**src/rtl/traffic_pkg.sv**
```systemverilog
// Shared types and LED encodings for the intersection phase controller.
// LED heads are {red,yellow,green}, active-low.
package traffic_pkg;

  typedef enum logic [2:0] {
    ALLRED_A  = 3'd0,
    NS_GREEN  = 3'd1,
    NS_YELLOW = 3'd2,
    ALLRED_B  = 3'd3,
    EW_GREEN  = 3'd4,
    EW_YELLOW = 3'd5,
    FLASH     = 3'd6
  } state_t;

  localparam logic [2:0] RED    = 3'b011;
  localparam logic [2:0] YELLOW = 3'b101;
  localparam logic [2:0] GREEN  = 3'b110;
  localparam logic [2:0] DARK   = 3'b111;

  // Returns {ns_head, ew_head} for a state and flash phase.
  function automatic logic [5:0] head_leds(
    input state_t s,
    input logic   flash_ph
  );
    logic [2:0] ns;
    logic [2:0] ew;
    ns = RED;
    ew = RED;
    unique case (s)
      NS_GREEN:  ns = GREEN;
      NS_YELLOW: ns = YELLOW;
      EW_GREEN:  ew = GREEN;
      EW_YELLOW: ew = YELLOW;
      FLASH: begin
        ns = flash_ph ? YELLOW : DARK;
        ew = ns;
      end
      default: ;
    endcase
    return {ns, ew};
  endfunction

endpackage

```
**src/rtl/traffic_phase_ctrl_tick_gen.sv**
```systemverilog
// Free-running prescaler producing a one-cycle strobe
// every TICK_DIV clocks.
module tick_gen #(
  parameter int TICK_DIV = 5_000_000
) (
  input  logic clk,
  input  logic rst,
  output logic tick
);

  localparam int W = $clog2(TICK_DIV);
  localparam logic [W-1:0] LAST = W'(TICK_DIV - 1);

  logic [W-1:0] div_cnt;

  // Count 0..TICK_DIV-1 and wrap.
  always_ff @(posedge clk or posedge rst) begin
    if (rst)
      div_cnt <= '0;
    else if (div_cnt == LAST)
      div_cnt <= '0;
    else
      div_cnt <= div_cnt + W'(1);
  end

  assign tick = (div_cnt == LAST);

endmodule

```
**src/rtl/traffic_phase_ctrl.sv**
```systemverilog
// Four-way phase controller: green/yellow/all-red sequencing,
// pedestrian early cut-off and night flashing-yellow mode.
module traffic_phase_ctrl
  import traffic_pkg::*;
#(
  parameter int TICK_DIV    = 5_000_000,
  parameter int T_GREEN     = 10,
  parameter int T_YELLOW    = 3,
  parameter int T_ALLRED    = 1,
  parameter int T_MIN_GREEN = 4
) (
  input  logic       clk,
  input  logic       rst,
  input  logic       ped_req,
  input  logic       night_mode,
  output logic [2:0] led_north,
  output logic [2:0] led_south,
  output logic [2:0] led_east,
  output logic [2:0] led_west,
  output logic       ped_pending,
  output logic       tick
);

  localparam int TMAX_GY = (T_GREEN > T_YELLOW) ? T_GREEN : T_YELLOW;
  localparam int TMAX = (TMAX_GY > T_ALLRED) ? TMAX_GY : T_ALLRED;
  localparam int SEC_W = $clog2(TMAX + 1);

  localparam logic [SEC_W-1:0] LAST_A = SEC_W'(T_ALLRED - 1);
  localparam logic [SEC_W-1:0] LAST_G = SEC_W'(T_GREEN - 1);
  localparam logic [SEC_W-1:0] LAST_Y = SEC_W'(T_YELLOW - 1);
  localparam logic [SEC_W-1:0] MIN_G = SEC_W'(T_MIN_GREEN - 1);

  state_t           state;
  state_t           state_d;
  logic [SEC_W-1:0] sec_cnt;
  logic             flash_ph;
  logic             flash_d;
  logic [2:0]       ns_q;
  logic [2:0]       ew_q;
  logic [2:0]       ns_d;
  logic [2:0]       ew_d;
  logic             green_done;
  logic             changing;
  logic             ped_clr;

  tick_gen #(
    .TICK_DIV(TICK_DIV)
  ) u_tick (
    .clk (clk),
    .rst (rst),
    .tick(tick)
  );

  assign green_done = (sec_cnt == LAST_G) ||
                      (ped_pending && sec_cnt >= MIN_G);
  assign changing   = (state_d != state);
  assign ped_clr    = changing &&
                      (state_d == NS_YELLOW ||
                       state_d == EW_YELLOW ||
                       state_d == FLASH);

  // State register.
  always_ff @(posedge clk or posedge rst) begin
    if (rst)
      state <= ALLRED_A;
    else
      state <= state_d;
  end

  // Next state: only moves on a tick; night mode preempts.
  always_comb begin
    state_d = state;
    if (tick) begin
      if (night_mode && state != FLASH) begin
        state_d = FLASH;
      end else begin
        unique case (state)
          ALLRED_A:  if (sec_cnt == LAST_A) state_d = NS_GREEN;
          NS_GREEN:  if (green_done)        state_d = NS_YELLOW;
          NS_YELLOW: if (sec_cnt == LAST_Y) state_d = ALLRED_B;
          ALLRED_B:  if (sec_cnt == LAST_A) state_d = EW_GREEN;
          EW_GREEN:  if (green_done)        state_d = EW_YELLOW;
          EW_YELLOW: if (sec_cnt == LAST_Y) state_d = ALLRED_A;
          FLASH:     if (!night_mode)       state_d = ALLRED_A;
          default:                          state_d = ALLRED_A;
        endcase
      end
    end
  end

  // Outputs decoded from next state so LEDs track the state edge.
  always_comb begin
    flash_d = 1'b0;
    if (state_d == FLASH) begin
      if (state != FLASH)
        flash_d = 1'b1;
      else
        flash_d = tick ? ~flash_ph : flash_ph;
    end
    {ns_d, ew_d} = head_leds(state_d, flash_d);
  end

  // Seconds-in-phase counter, restarted on every state change.
  always_ff @(posedge clk or posedge rst) begin
    if (rst)
      sec_cnt <= '0;
    else if (changing)
      sec_cnt <= '0;
    else if (tick)
      sec_cnt <= sec_cnt + SEC_W'(1);
  end

  // Flash phase and registered LED heads.
  always_ff @(posedge clk or posedge rst) begin
    if (rst) begin
      flash_ph <= 1'b0;
      ns_q     <= RED;
      ew_q     <= RED;
    end else begin
      flash_ph <= flash_d;
      ns_q     <= ns_d;
      ew_q     <= ew_d;
    end
  end

  // Pedestrian latch; a new request beats a same-cycle clear.
  always_ff @(posedge clk or posedge rst) begin
    if (rst)
      ped_pending <= 1'b0;
    else
      ped_pending <= ped_req | (ped_pending & ~ped_clr);
  end

  assign led_north = ns_q;
  assign led_south = ns_q;
  assign led_east  = ew_q;
  assign led_west  = ew_q;

endmodule
```
**config.mk**
```make
export PLATFORM = sky130hd
export DESIGN_NAME = traffic_phase_ctrl
export DESIGN_NICKNAME = d
export VERILOG_FILES = /design/src/rtl/traffic_pkg.sv /design/src/rtl/traffic_phase_ctrl_tick_gen.sv /design/src/rtl/traffic_phase_ctrl.sv
export SDC_FILE = /design/constraint.sdc
export NUM_CORES = 1
export LEC_CHECK = 0
export CAP_MARGIN = 25
export CORE_ASPECT_RATIO = 0.5
export CORE_MARGIN = 2
export CORE_UTILIZATION = 62
export CTS_CLUSTER_DIAMETER = 40
export DETAILED_ROUTE_END_ITERATION = 10
export GPL_TIMING_DRIVEN = 0
export PLACE_DENSITY = 0.89
export SLEW_MARGIN = 15
export SYNTH_ARGS = -nofsm -noshare
export SYNTH_HDL_FRONTEND = slang
export SYNTH_HIERARCHICAL = 1
export SYNTH_SLANG_ARGS = --single-unit
```
**constraint.sdc**
```tcl
create_clock -name clk -period 4.26 [get_ports clk]
set_input_delay 1.278 -clock clk [delete_from_list [all_inputs] [get_ports clk]]
set_output_delay 1.278 -clock clk [all_outputs]
set_load 0.01 [all_outputs]
```
; After elaboration in Yosys (flattened, before gate mapping)
; Cells that the tools add are included.
[op_classes]
n_bitwise = 4
n_reduce_logical = 9
magnitude_cmp = 1
eq_ne = 16
n_mux = 19
add_sub_neg = 2
[op_table]
columns = operator, n
row1 = 2-to-1 mux 3 bit, 9
row2 = "adder 23 x 1 -> 23 bit, second input constant", 1
row3 = "== test 23 bit, second input constant", 1
row4 = 2-to-1 mux 23 bit, 1
row5 = one-hot mux 3 bit (7 select lines), 1
row6 = "== test 3 bit, second input constant", 6
row7 = one-hot mux 3 bit (3 select lines), 2
row8 = "== test 3 x 2 -> 1 bit, second input constant", 3
row9 = 2-to-1 mux 4 bit, 2
row10 = "== test 3 x 1 -> 1 bit, second input constant", 2
row11 = "adder 4 x 1 -> 4 bit, second input constant", 1
row12 = "== test 4 x 2 -> 1 bit, second input constant", 1
row13 = "== test 4 bit, second input constant", 1
row14 = ">= comparator 4 x 2 -> 1 bit, second input constant", 1
row15 = logical NOT 4 bit, 1
row16 = logical AND 1 bit, 3
row17 = logical NOT 3 bit, 1
row18 = logical OR 1 bit, 3
row19 = 2-to-1 mux 1 bit, 3
row20 = inequality test 3 bit, 1
row21 = "inequality test 3 bit, second input constant", 1
row22 = 2-to-1 mux 2 bit, 1
row23 = NOT 1 bit, 2
row24 = nonzero test 2 bit, 1
row25 = other kinds (2), 2
[totals]
output_inout_bits = 14
elab_cells = 58
in_bits = 4
regBits = 38

; Depth between registers and ports, before layout
[depth]
ltp_word = 14
depth_mapped = 12
mapped_depth_nobuf = 11

; By module
; The synthesis kept the hierarchy.
[by_module_without_submodules]
columns = mod, seq_area_each_um2, n_inst, cells_per_inst, area_per_inst_um2
row1 = tick_gen, 575.6, 1, 117, 1191.1
row2 = traffic_phase_ctrl, 380.4, 1, 110, 1027.2

; Worst setup path before layout
; No wires, ideal clock.
[synth_path]
path_type = register to output
startpoint = reg u_tick.div_cnt[0]
endpoint = out tick
n_path_buf = 1
t_arrival_ps = 1672
stages_incl_launch_ff = 6
slack_ps = 1310
t_required_ps = 2982
path_cell_list = dfrtp_1 ha_1 and3_1 nand3_1 nor4_1 buf_4
[synth_between]
elab_chain_cells = 1
[synth_lines]
columns = element, line_no
row1 = "start, declared", traffic_phase_ctrl_tick_gen.sv:14  ; logic [W-1:0] div_cnt;
row2 = "start signal, assigned", traffic_phase_ctrl_tick_gen.sv:23  ; div_cnt <= div_cnt + W'(1);
row3 = == test 23 bit, traffic_phase_ctrl_tick_gen.sv:26  ; assign tick = (div_cnt == LAST);
row4 = "end, declared", traffic_phase_ctrl.sv:21  ; output logic tick
; No other way between the ends.

; Worst setup path in the final report
; Ends and elaborated chain as after synthesis.

==> results.yml <==
finish:
  final_nets: 259
  drive_above_1_share: 0.155
  fin_area_um2: 2540
  antenna_cells: 0
  syn_to_final_growth_pct: 14.5
  final_common_cell: "dfrtp_1"
  finalNonFillerCells: 302
  final_cell_mix: "dfrtp_1, nor2_1, nand3_1, nand2_1, clkdlybuf4s50_1"
sta:
  final_max_slew_viol_count: 0
  setup_viol: 0
  whs_ns: 0.510
  min_period_ns: 4.11
  post-route-period-util: 0.965
  worst_pin_slew_ns: 0.843
  hold_violations: 0
  maxSlewHeadroom: 0.437
  finClkSkew_ns: 0.00496
  tns_ns: 0
  rsz0062_at_grt: "false"
  max_freq_ghz: 0.243
global_route:
  grt_pass1_vias: 1604
  grt_pass1_wl_um: 7230
  grt_usage: 0.240
  grt_overflow_total: 0
  antenna_found_initial: 0
  grt_max_degree: 24
synthesis:
  ys_seq_area_frac: 0.431
  synth_async_sr_flop_share: 1.00
  synth_area_leaders: "dfrtp_1, xnor2_1, dfstp_2"
  synth_area_um2: 2220
  ys_types: 59
  synth_flop_cell: "dfrtp_1"
  yosysWarnings: 6
  synthDominantCellAreaShare: 0.384
  yosysTopAreaCell: "dfrtp_1"
  synth_seq_cells: 38
  synth_area_per_cell_um2: 9.77
  synth_cells: 227
  syn_nets: 236
  synth_edf_count: 0
clock_network:
  ctsRootBufferMaster: "clkbuf_8"
  path_clk_slew_ns: 0.07
  cts_hold_buf: 0
  clockBufferDepth: 2
  cts-htree-levels: 2
  cts_buffers: 5
  cts_tree: "done"
  clkLatencyLatePin_ns: 0.30
  cts.sinks: 38
critical_path:
  startpoint_type: "flip-flop"
  cp.required_ns: 2.98
  crit_path_max_fanout: 13
  r2r_slack_ns: 0.81
  path_class: "flip-flop to output pin"
  reg2reg_to: "ped_pending"
  reg2reg_from: "u_tick/div_cnt[0]"
  worst_setup_path_end_kind: "output pin"
  crit_arrival_ns: 2.83
  reg2reg_depth: 11
die:
  die_h_um: 46.3
  io-pin-count: 18
  core_area_um2: 3430
  fp.dieW_um: 88.6
  rows: 15
  dieArea_um2: 4100
  start_util: 0.646
placement:
  gp_congestion: 0.913
  io_buffers: 16
  post-place-cells: 294
  placed_area_um2: 2440
  hpwlAfterDp_um: 3250
detailed_routing:
  drt_iter0_markers: 123
  dr.pass1.iters: 5
  antenna_left: 0
  viasPerCell: 5.84
  routed_wl_um: 4440
  avgRoutedWirePerCell_um: 14.7
  dr_total_vias: 1765
  route.detailed.drc: 0
power_and_ir_drop:
  p_clk_frac: 0.406
  power_leakage_uw: 0.00111
  power_density_nw_per_um2: 247
  internal_power_uw: 494
  swShare: 0.212
  power_frac_seq: 0.575
  combPwrFrac: 0.019
  p_switching_uw: 133
  finalPower_uw: 627
  irDropWorstVdd_mv: 0.151
flow_run:
  cap_violations: 0
hold_path:
  hold_path_class: "flip-flop to flip-flop"
  hp-start: "u_tick/div_cnt[0]"
  holdPathStages: 1
  hold_end: "u_tick/div_cnt[0]"
status:
  status: "complete, no violations"
==> registers in the layout (all words and copies together) (netlist names) <==
register / count
state: 3
led_north: 3
ped_pending: 1
sec_cnt: 4
led_east: 3
u_tick/div_cnt: 23
flash_ph: 1
==> logic make-up after synthesis <==
| kind of cell | after synthesis | share of synthesized area |
|---|---|---|
| AND/OR/NAND/NOR | 95 | 0.243 |
| flip-flops | 38 | 0.431 |
| AO/OA/AOI/OAI | 37 | 0.123 |
| buffers and inverters | 29 | 0.0829 |
| XOR/XNOR | 21 | 0.0829 |
| adder cells (fa/ha/maj) | 5 | 0.0282 |
| multiplexers | 2 | 0.00959 |
==> worst max-delay path, cell delays in order (launching register included) <==
cell and delay (ns):
dfrtp_1 0.41, ha_1 0.21, and3_1 0.28, nand3_1 0.21, nor4_2 0.55, buf_4 0.31, clkdlybuf4s50_1 0.56
==> worst max-delay path by stage <==
stage	start	endpoint	cells after the start
2_1_floorplan	u_tick/div_cnt[0]	tick	5
3_3_place_gp	u_tick/div_cnt[0]	tick	6
3_5_place_dp	u_tick/div_cnt[0]	tick	6
4_1_cts	u_tick/div_cnt[0]	tick	6
5_1_grt	u_tick/div_cnt[0]	tick	6
6_report	u_tick/div_cnt[0]	tick	6
==> through the flow <==
| step | util | worst slack (ns) |
|---|---|---|
| after global routing | 0.740 | 0.0304 |
| after floorplan | - | 1.31 |
| after global placement | 0.711 | 0.354 |
| after CTS | 0.740 | 0.133 |
| final | 0.740 | 0.151 |
| after detailed placement | 0.711 | 0.257 |
==> repair_timing <==
item,4_1_cts,5_1_grt
hold endpoints to repair,0,0
setup buffers,0,0
resized for setup,1,0
setup endpoints to repair,1,0
==> cells in the mapped netlist, types with 2 or more instances <==
master    count
dfrtp_1      34
dfstp_2       4
nand2b_1      2
nor2b_1       3
o31ai_1       2
xnor2_1      13
clkbuf_1      2
or3_1         4
nand2_1      16
a21oi_1       8
buf_4         8
nand4_1       8
o21ai_0       8
nor3_1        6
nor2_1       19
inv_1        11
nand3_1      16
xor2_1        8
ha_1          5
a21o_1        2
and4_1        2
nor4_1        6
buf_2         4
==> layer usage <==
metal,vias to the layer above,share of wire,track usage
met2,66,0.48,0.389
li1,840,-,-
met5,-,0,0
met1,847,0.45,0.313
met4,0,0.019,0.130
met3,12,0.049,0.0430
==> area by class of cell <==
cell class	count	area, µm²
buffer	17	139
fill	237	895
clock inverter	1	5.00
inverter	12	45.0
tap	51	63.8
timing repair buffer	16	160
sequential	38	956
multi-input combinational	160	1080
clock buffer	7	86.3
==> power groups by stage <==
stage               Clock [µW]  Sequential [µW]  Combinational, µW
floorplan                    0              368               7.82
global placement             0              368               11.8
global route               274              361               13.9
detailed placement           0              368               12.2
finish                     255              361               11.7
CTS                        259              361               12.2
Power figures use the tool's default switching activity.
